--- src/rtl/rom_loader.sv ---
// Boot-time program loader: parses a length-prefixed, checksummed byte stream
// from the host link into 16-bit ROM writes and releases the CPU once verified.
module rom_loader #(
  parameter int ROM_DEPTH = 32768
) (
  input  logic        clk,
  input  logic        rst,
  input  logic [7:0]  byte_in,
  input  logic        byte_valid,
  output logic        byte_ready,
  output logic        rom_write_enabled,
  output logic [15:0] rom_address,
  output logic [15:0] rom_write_value,
  output logic        cpu_rst,
  output logic        done,
  output logic        error
);

  typedef enum logic [2:0] {
    S_LEN_HI,
    S_LEN_LO,
    S_DATA_HI,
    S_DATA_LO,
    S_CHECK,
    S_DONE,
    S_ERROR
  } state_t;

  state_t      state_q, state_d;
  logic        armed_q;
  logic [7:0]  len_hi_q;
  logic [15:0] len_q;
  logic [7:0]  hi_q;
  logic [7:0]  sum_q;
  logic [15:0] idx_q;

  logic        accept;
  logic [15:0] len_word;
  logic [16:0] idx_next;

  assign accept   = byte_valid & byte_ready;
  assign len_word = {len_hi_q, byte_in};
  assign idx_next = {1'b0, idx_q} + 17'd1;

  // NOTE: sequential state uses non-blocking assignments so every flop samples
  // pre-edge values regardless of process evaluation order.
  always_ff @(posedge clk or posedge rst) begin
    if (rst) state_q <= S_LEN_HI;
    else     state_q <= state_d;
  end

  // NOTE: state_d gets a default before the case so no path leaves it unassigned
  // (which would infer a latch).
  always_comb begin
    state_d = state_q;
    if (accept) begin
      unique case (state_q)
        S_LEN_HI:  state_d = S_LEN_LO;
        S_LEN_LO: begin
          if (len_word == 16'd0)                 state_d = S_CHECK;
          else if (32'(len_word) > ROM_DEPTH)    state_d = S_ERROR;
          else                                   state_d = S_DATA_HI;
        end
        S_DATA_HI: state_d = S_DATA_LO;
        S_DATA_LO: state_d = (idx_next < {1'b0, len_q}) ? S_DATA_HI : S_CHECK;
        S_CHECK:   state_d = (byte_in == sum_q) ? S_DONE : S_ERROR;
        default:   state_d = state_q;
      endcase
    end
  end

  // armed_q keeps byte_ready low until the first edge after reset release.
  always_ff @(posedge clk or posedge rst) begin
    if (rst) begin
      armed_q           <= 1'b0;
      len_hi_q          <= '0;
      len_q             <= '0;
      hi_q              <= '0;
      sum_q             <= '0;
      idx_q             <= '0;
      rom_write_enabled <= 1'b0;
      rom_address       <= '0;
      rom_write_value   <= '0;
    end else begin
      armed_q           <= 1'b1;
      rom_write_enabled <= 1'b0;
      if (accept) begin
        unique case (state_q)
          S_LEN_HI:  len_hi_q <= byte_in;
          S_LEN_LO:  len_q    <= len_word;
          S_DATA_HI: begin
            hi_q  <= byte_in;
            sum_q <= sum_q + byte_in;
          end
          S_DATA_LO: begin
            rom_write_enabled <= 1'b1;
            rom_address       <= idx_q;
            rom_write_value   <= {hi_q, byte_in};
            sum_q             <= sum_q + byte_in;
            idx_q             <= idx_q + 16'd1;
          end
          default: ;
        endcase
      end
    end
  end

  always_comb begin
    byte_ready = armed_q && (state_q != S_DONE) && (state_q != S_ERROR);
    cpu_rst    = (state_q != S_DONE);
    done       = (state_q == S_DONE);
    error      = (state_q == S_ERROR);
  end

endmodule
--- config.mk ---
export PLATFORM = sky130hd
export DESIGN_NAME = rom_loader
export DESIGN_NICKNAME = d
export VERILOG_FILES = /design/src/rtl/rom_loader.sv
export SDC_FILE = /design/constraint.sdc
export NUM_CORES = 1
export LEC_CHECK = 0
export BUFFER_PORTS_ARGS = -buffer_cell sky130_fd_sc_hd__buf_2
export CORE_MARGIN = 2
export CORE_UTILIZATION = 48
export CTS_CLUSTER_DIAMETER = 30
export DETAILED_ROUTE_END_ITERATION = 6
export PLACE_DENSITY = 0.65
export SLEW_MARGIN = 20
export SYNTH_ARGS = -nofsm -noshare
export SYNTH_HDL_FRONTEND = slang
export SYNTH_SLANG_ARGS = --single-unit
--- constraint.sdc ---
create_clock -name clk -period 3.45 [get_ports clk]
set_clock_uncertainty 0.1 [all_clocks]
set_input_delay 0.69 -clock clk [delete_from_list [all_inputs] [get_ports clk]]
set_output_delay 0.69 -clock clk [all_outputs]
set_load 0.03 [all_outputs]
==> impl_metrics.toml, run 1 <==
[outcome]
status = "finished, final reports clean"

[drt]
wl_per_cell_um = 13.9
viasPerCell = 5.05
wirelength_um = 9030
drcViolationCount = 0
ant_nets = 0
drtIter0Drc = 134
first_pass_iters = 4
dr_total_vias = 3280

[worst_setup_path]
path_cells = "ha_1 -> and3_1 -> and2_1 -> and3_1 -> xor2_1 -> ha_1 -> nand4_1 -> nor4_1 -> a22oi_1 -> a31o_2"
crit_path_end_kind = "register"
required_ns = 3.60
cpPeakStageDelay_ns = 0.47
path_class = "register to register"
slowest_stage = "dfrtp_1"
path_depth = 10
cp-start-kind = "register"
worst-path-buf-inv = 0
crit_path_max_fanout = 6
r2r_cells = 10
cp_top_family = "simple AND/OR/NAND/NOR gates"
cp.arrival_ns = 3.05

[yosys]
synth.largest_area_cell = "dfrtp_1"
synthCells = 470
yosys.cell_types.count = 49
async_reset_ff_frac = 1.00
synth_top_area_frac = 0.509
synthTopCellsByCount = "139 x nand2_1, 93 x dfrtp_1, 28 x o21ai_0"
synth_edf_count = 0
synth_compound_area_frac = 0.0717
yosys_warnings = 0
synth_top_family_by_area = "simple AND/OR/NAND/NOR gates"
netlist_top_cells_area = "dfrtp_1 51%, nand2_1 11%, ha_1 6.3%"
synth-xor-area-share = 0.0671
yosys_register_bits = 93
yosysSeqAreaShare = 0.509
syn_area_sq_um = 4570
avgSynthCellArea_sq_um = 9.72
synth_mux_area_frac = 0.0394
synth-simple-area-share = 0.203
syn-num-nets = 505
synthAdderAreaFrac = 0.0673
yosysMostFrequentCell = "nand2_1"
ys.flop_type = "dfrtp_1"

[power_and_ir_drop]
ir_worst_vdd_uv = 178
power_density_nw_per_um2 = 362
power.total_uw = 1860
leakage_uw = 0.00287

[clocking]
htreeDepth = 3
postCtsSetupBuffers = 0
clock_sinks = 93
cts_tree = "done"
cts_resized = 0
cts-root-buf = "clkbuf_8"
cts.clk_slew.worst_paths_ns = 0.10
worstSkewPairLatency_ns = 0.36
clockBufferDepth = 2
cts_hold_buf = 0
cts_buffers = 9

[finish]
num-fill-cells = 862
area_growth_pct = 12.3
ff_latch_area_sq_um = 2330
drive_gt1_frac = 0.188
insertedDiodeCount = 0
multi_input_area_sq_um = 2060
num-nets-final = 551

[floorplan]
die_area_sq_um = 10300
dieHeight_um = 102
core_sq_um = 9240
fp-row-count = 35
die_x_um = 102
ioPinCount = 48
initial_core_util = 0.495

[sta]
finalSetupTns_ns = 0
finalHoldViolCount = 0
period_needed_ns = 2.90
rsz0062_at_grt = "no"
fmax_mhz = 345
worst_pin_slew_ns = 0.828
slew-limit-headroom = 0.445
finalCritPeriodShare = 0.840
finalSetupViolCount = 0
drv_slew = 0

[global_routing]
antenna_found_initial = 0
grt_max_degree = 55
grt_pass1_wl_um = 15400
first_global_vias = 3156
grt_use_total = 0.192
grt-ovfl-total = 0

[placement]
place_congestion = 0.869
dp_hpwl_um = 6360
io_buffers = 47

[min_path]
hold_class = "input port to asynchronous set/reset pin"

[job]
cap_violations = 0
[cell families after synthesis]
| family | count (synthesis) |
|---|---|
| AO/OA/AOI/OAI | 55 |
| XOR/XNOR | 35 |
| adder cells (fa/ha/maj) | 24 |
| buffers and inverters | 45 |
| flip-flops | 93 |
| multiplexers | 16 |
| other | 1 |
| AND/OR/NAND/NOR | 201 |
[layout by cell type (no fill, tap or decap), types with 2 or more instances in the layout]
master     instances
a211oi_1           3
a21o_1             4
a21oi_1            7
a22oi_1            3
a31oi_1            2
and2_1             2
and3_1             7
and4_1             3
buf_2             47
buf_4              4
clkbuf_8           9
clkinv_4           3
dfrtp_1           93
ha_1              23
inv_1             26
inv_8              3
mux2_2            16
nand2_1          139
nand2b_1           2
nand3_1            9
nand4_1            3
nor2_1            10
nor3_1             5
nor3_2             4
nor4_1             5
o2111ai_1          2
o21ai_0           28
or2_2              2
xnor2_1           16
xor2_1            19
[where the power goes]
part / switching [uW] / internal, uW
clock network: 427 / 281
logic: 42.6 / 14.3
registers: 1.04 / 1090
[worst reg2reg max path, cell delays in order (launching register included)]
cell,delay [ns]
dfrtp_1,0.47
ha_1,0.27
and3_1,0.26
and2_1,0.20
and3_1,0.21
xor2_1,0.15
ha_1,0.30
nand4_1,0.12
nor4_1,0.30
a22oi_1,0.17
a31o_2,0.25
[per-stage QoR]
step / hold WS [ns] / instances / worst slack, ns / area [sq um] / util
2_1_floorplan: 0.335 / 470 / 0.240 / 4570 / -
3_3_place_gp: 0.345 / 634 / 0.697 / 4940 / 0.535
3_5_place_dp: 0.350 / 634 / 0.583 / 4940 / 0.535
4_1_cts: 0.333 / 650 / 0.550 / 5130 / 0.555
5_1_grt: 0.365 / 650 / 0.330 / 5130 / 0.555
6_report: 0.312 / 650 / 0.553 / 5130 / 0.555
[flip-flops by register name, indices dropped and copies added, names as in the netlist]
| signal | count |
|---|---|
| armed_q | 1 |
| hi_q | 8 |
| idx_q | 16 |
| len_hi_q | 8 |
| len_q | 16 |
| rom_address | 16 |
| rom_write_enabled | 1 |
| rom_write_value | 16 |
| state_q | 3 |
| sum_q | 8 |
[final timing paths]
| check | from | endpoint | slack, ns |
|---|---|---|---|
| setup / recovery | idx_q[0] | state_q[1] | 0.55 |
| min in group clk | hi_q[5] | rom_write_value[13] | 0.37 |
| setup reg to reg | idx_q[0] | state_q[1] | 0.55 |
| max in group asynchronous | rst | len_q[4] | 2.22 |
| hold reg to reg | hi_q[5] | rom_write_value[13] | 0.37 |
| hold / removal | rst | rom_write_value[4] | 0.31 |
[final cells by class]
cell class                      instances  area share
Sequential cell                        93       0.454
Tap cell                              129      0.0315
Inverter                               28      0.0207
Multi-Input combinational cell        332       0.401
Clock inverter                          7      0.0132
Clock buffer                            9      0.0241
Timing Repair Buffer                   52      0.0556
[metal layers]
layer	vias up	track usage	routed length, um
met1	1584	0.272	4380
met2	42	0.309	4340
met5	-	0	0
met3	9	0.0359	235
li1	1645	-	-
met4	0	0.0437	75
Power figures use the tool's default switching activity.
==> inputs of run 2 (changes only) <==
ABC_AREA = 1   (was default)
clock period = 2.7 ns   (was 3.45 ns; I/O delays follow)
==> run 2 against run 1 <==
Cell area grew 10%. Global-route usage decreased by 0.99 points. Power rose to 3.5 times the previous value. Register-to-register slack worse by 0.30 ns. Via count up 13%. Utilization hardly changed. Combinational power grew to 54 times the previous value. Critical endpoint is now state_q[2].
==> impl_metrics.toml, run 2 <==
[sta]
worst_pin_slew_ns = 0.743
finalSetupViolCount = 0
setup_ws_ns = 0.258
finalHoldViolCount = 0
finalCritPeriodShare = 0.904
fmax_mhz = 410
slew-limit-headroom = 0.504
drv_slew = 0
holdWs_ns = 0.202
period_needed_ns = 2.44

[placement]
dp_hpwl_um = 6900
dp_slack_ns = 0.0294
io_buffers = 47
place_congestion = 0.854
place_inst = 746

[power_and_ir_drop]
power.total_uw = 6450
clockPowerShare = 0.159
p_sw_frac = 0.437
cell_internal_pwr_uw = 3630
power_density_nw_per_um2 = 1140
leakage_uw = 0.00289
share_comb_of_total_power = 0.473
ir_worst_vdd_uv = 565
seqPwrFrac = 0.368
p_switching_uw = 2820

[finish]
final_core_util = 0.556
num-nets-final = 663
insertedDiodeCount = 0
final_cell_mix = "117 x nand2_1, 93 x dfrtp_1, 78 x inv_1"
area_growth_pct = 14.0
fin_cells = 769
final_common_cell = "nand2_1"
drive_gt1_frac = 0.276
num-fill-cells = 962

[clocking]
cts-root-buf = "clkbuf_8"
htreeDepth = 3
clock_sinks = 93
cts_hold_buf = 0
worstSkewPairLatency_ns = 0.35
cts.clk_slew.worst_paths_ns = 0.09
cts_tree = "done"
cts_buffers = 9
clockBufferDepth = 2

[floorplan]
fp-row-count = 37
dieHeight_um = 106
die_area_sq_um = 11200
initial_core_util = 0.487
core_sq_um = 10200
die_x_um = 106
ioPinCount = 48

[drt]
wirelength_um = 9500
ant_nets = 0
highest_layer = "met4"
met1_length_um = 4610
wl_met3_um = 301
dr_total_vias = 3709
drcViolationCount = 0
viasPerCell = 4.82
wl_per_cell_um = 12.4
wl_met2_um = 4530
drtIter0Drc = 145
first_pass_iters = 4

[worst_setup_path]
r2r_slack_ns = 0.26
crit_path_end_kind = "register"
path_cells = "inv_2 -> nor3_4 -> nand3_2 -> inv_2 -> nand3_4 -> inv_1 -> nand3_1 -> and2_1 -> ha_1 -> nand3_1 -> nand2_1 -> a21oi_2 -> nand3_1 -> nand2_1 -> nand2_1 -> nand2_1 -> nand2_1"
cp_top_family = "simple AND/OR/NAND/NOR gates"
cpMostUsedCell = "nand2_1"
r2r_cells = 17
cpPeakStageDelay_ns = 0.43
path_depth = 17
critPathCapture = "state_q[2]"
cp.arrival_ns = 2.59
path_class = "register to register"
reg2reg_to = "state_q[2]"
required_ns = 2.84
slowest_stage = "dfrtp_1"
reg2reg_from = "idx_q[2]"
startpoint = "idx_q[2]"
crit_path_max_fanout = 6
cp-start-kind = "register"
worst-path-buf-inv = 3

[yosys]
synth_edf_count = 0
yosysMostFrequentCell = "nand2_1"
synthTopCellsByCount = "117 x nand2_1, 93 x dfrtp_1, 81 x inv_1"
async_reset_ff_frac = 1.00
synthAdderAreaFrac = 0.0620
netlist_top_cells_area = "dfrtp_1 47%, nand2_1 8.8%, o21ai_2 6.2%"
synth_compound_area_frac = 0.137
yosys.cell_types.count = 32
synth.largest_area_cell = "dfrtp_1"
syn_area_sq_um = 4960
synth-xor-area-share = 0.0247
synthCells = 567
avgSynthCellArea_sq_um = 8.75
synth_top_area_frac = 0.469
synth_mux_area_frac = 0
ys.flop_type = "dfrtp_1"
yosysSeqAreaShare = 0.469
syn-num-nets = 602
yosys_warnings = 0
yosys_register_bits = 93
synth_top_family_by_area = "simple AND/OR/NAND/NOR gates"
synth-simple-area-share = 0.212

[global_routing]
grt_max_degree = 33
first_global_vias = 3616
grt_pass1_wl_um = 16400
grt-ovfl-total = 0
grt_use_total = 0.183
antenna_found_initial = 0

[job]
cap_violations = 0

[outcome]
status = "finished, final reports clean"

[min_path]
hold_class = "input port to asynchronous set/reset pin"
run 2: stage by stage:
step	area [sq um]	setup TNS [ns]
3_5_place_dp	5330	0
5_1_grt	5660	-0.00373
6_report	5660	0
4_1_cts	5550	0
3_3_place_gp	5330	0
2_1_floorplan	4970	0
run 2: logic make-up (layout without fill, tap and decap cells):
kind of cell | after synthesis | in the layout
adder cells (fa/ha/maj) | 24 | 24
flip-flops | 93 | 93
AO/OA/AOI/OAI | 108 | 108
XOR/XNOR | 14 | 14
AND/OR/NAND/NOR | 226 | 226
buffers and inverters | 101 | 167
other | 1 | 1
run 2: how the worst min path moves through the flow:
stage                          startpoint               to  slack [ns]
final                                 rst         idx_q[2]        0.20
after global routing                  rst        idx_q[15]        0.26
after CTS                             rst        idx_q[15]        0.22
after detailed placement  rom_address[15]  rom_address[15]        0.37
after global placement           sum_q[0]         sum_q[0]        0.36
after floorplan                  sum_q[0]         sum_q[0]        0.35
run 2: final cells by class:
type                    count  area (sq um)  area share
flip-flops and latches     93          2330       0.411
multi-input cells         373          2220       0.393
repair buffers             66           390      0.0690
inverters                  85           328      0.0579
well taps                 136           170      0.0301
clock buffers               9           124      0.0219
clock inverters             7          95.1      0.0168
run 2: what timing repair did:
item | CTS | global route
setup endpoints to repair | 0 | 2
resized for setup | 0 | 16
endpoints found under the hold margin | 0 | 0
setup buffers | 0 | 7
run 2: worst reg2reg max path: cells and delay by family, from the launching register on:
family	cells	cell delay (ns)
AOI/OAI and AO/OA	1	0.16
adders and majority gates	1	0.28
buffers and inverters	3	0.26
DFF	1	0.43
and+or+nand+nor	12	1.11
run 2: routing by layer:
layer / global-route usage / up-vias
li1: - / 1911
met1: 0.240 / 1739
met2: 0.314 / 55
met3: 0.0260 / 4
met4: 0.0517 / 0
met5: 0 / -
run 2: power groups by stage:
stage                     clock [uW]  combinational (uW)  sequential, uW
after floorplan                    0                1930            2740
after global placement             0                2910            2380
after detailed placement           0                2980            2390
after CTS                       1060                3000            2370
after global routing            1120                3480            2460
final                           1030                3050            2370
==> inputs of run 3 (changes only) <==
CORE_MARGIN = 5   (was 2)
==> run 3 against run 2 <==
Critical path depth is the same. Sequential share of layout area rose by 0.44 points. Cell count down 0.52%. Via count grew 0.51%. Non-clock buffer count shrank 4. Utilization decreased by 0.55 points. First-iteration DRC count rose by 32%. Die area is 12% higher. Fmax decreased by 0.93%. Flip-flop and latch count unchanged. Cell area shrank 1.0%.
==> impl_metrics.toml, run 3 (synthesized netlist as in run 2, its figures left out) <==
[drt]
wirelength_um = 9860
viasPerCell = 4.87
first_pass_iters = 4
wl_per_cell_um = 12.9
dr_total_vias = 3728
drcViolationCount = 0
drtIter0Drc = 192
ant_nets = 0

[sta]
finalCritPeriodShare = 0.913
worst_pin_slew_ns = 0.710
finalHoldViolCount = 0
finalSetupViolCount = 0
drv_slew = 0
rsz0062_at_grt = "no"
setup_ws_ns = 0.235
period_needed_ns = 2.46
fmax_mhz = 406
slew-limit-headroom = 0.526
holdWs_ns = 0.170

[worst_setup_path]
cpPeakStageDelay_ns = 0.42
required_ns = 2.87
cp.arrival_ns = 2.63
path_class = "register to register"
cpMostUsedCell = "nand2_1"
path_cells = "inv_2 -> nor3_4 -> nand3_1 -> inv_2 -> nand3_4 -> nor2_1 -> nand2_1 -> and2_1 -> ha_1 -> nand3_1 -> inv_1 -> a21oi_1 -> nand3_1 -> nand2_1 -> nand2_1 -> nand2_1 -> nand2_1"
cp-start-kind = "register"
slowest_stage = "dfrtp_1"
crit_path_max_fanout = 6
crit_path_end_kind = "register"

[min_path]
hold_class = "input port to asynchronous set/reset pin"

[placement]
io_buffers = 47
placed_cell_area_sq_um = 5340
dp_slack_ns = -0.00396
dp_hpwl_um = 7240
place_congestion = 0.865

[global_routing]
grt_max_degree = 33
grt_pass1_wl_um = 17100
grt-ovfl-total = 0
grt_use_met2 = 0.280
busiest_layer = "met2"
grt_use_total = 0.165
grt_use_met3 = 0.0375
met1_usage = 0.218
antenna_found_initial = 0
first_global_vias = 3694

[outcome]
status = "finished, final reports clean"

[finish]
insertedDiodeCount = 0
final_common_cell = "nand2_1"
final_core_util = 0.550
drive_gt1_frac = 0.269
fin_area_sq_um = 5600
final_cell_mix = "117 x nand2_1, 92 x dfrtp_1, 78 x inv_1"
num-nets-final = 659
area_growth_pct = 12.9

[clocking]
cts_buffers = 9
cts-root-buf = "clkbuf_8"
cts.clk_slew.worst_paths_ns = 0.11
htreeDepth = 3
cts_hold_buf = 0
cts_tree = "done"
clock_sinks = 93
clockBufferDepth = 2
worstSkewPairLatency_ns = 0.37

[power_and_ir_drop]
power_density_nw_per_um2 = 1120
power.total_uw = 6290
ir_worst_vdd_uv = 525
leakage_uw = 0.00286

[floorplan]
initial_core_util = 0.487
core_sq_um = 10200
die_area_sq_um = 12500
fp-row-count = 37
dieHeight_um = 112
ioPinCount = 48
die_x_um = 112

[job]
cap_violations = 0
run 3: path summary, 6_finish.rpt:
check                                 from             endpoint  slack, ns  cells after the start
max                               idx_q[2]           state_q[2]       0.24                     17
max reg2reg                       idx_q[2]           state_q[2]       0.24                     17
min                                    rst  rom_write_value[14]       0.17                      2
min in group clk                byte_in[2]              hi_q[2]       0.36                      3
min reg2reg                rom_address[10]      rom_address[10]       0.39                      2
max in group asynchronous              rst            len_q[11]       1.61                      3
run 3: through the flow:
step	TNS [ns]	cells
3_5_place_dp	-0.00396	745
2_1_floorplan	0	567
3_3_place_gp	0	745
4_1_cts	0	761
5_1_grt	0	765
6_report	0	765
run 3: worst max-delay path, delay by kind of cell (launching register included):
kind / cells / cell delay (ns)
simple gates: 12 / 1.16
flops: 1 / 0.42
fa+ha+maj: 1 / 0.28
buf+inv: 3 / 0.23
compound gates: 1 / 0.17
run 3: what timing repair did:
action / 4_1_cts / 5_1_grt
pin swaps: 0 / 2
cloned: 0 / 0
setup endpoints to repair: 1 / 2
gates resized for setup: 2 / 11
buffers inserted: 0 / 4
run 3: final cells by class:
class	instances	area, sq um
multi-input combinational	373	2200
sequential	93	2330
timing repair buffer	62	373
inverter	85	328
tap	136	170
clock inverter	7	76.3
clock buffer	9	124
fill	991	4580
run 3: metal layers:
layer  wire length, um  share of wire  vias up
li1                  -              -     1910
met1              4660           0.47     1766
met2              4790           0.49       46
met3               334          0.034        6
met4                74         0.0075        0
met5                 0              0        -
run 3: where the power goes:
group	total, uW	internal (uW)	leakage (uW)	switching, uW
clock	931	367	0.000102	564
combinational	2970	1060	0.00161	1910
sequential	2390	1990	0.00115	393
total	6290	3420	0.00286	2870
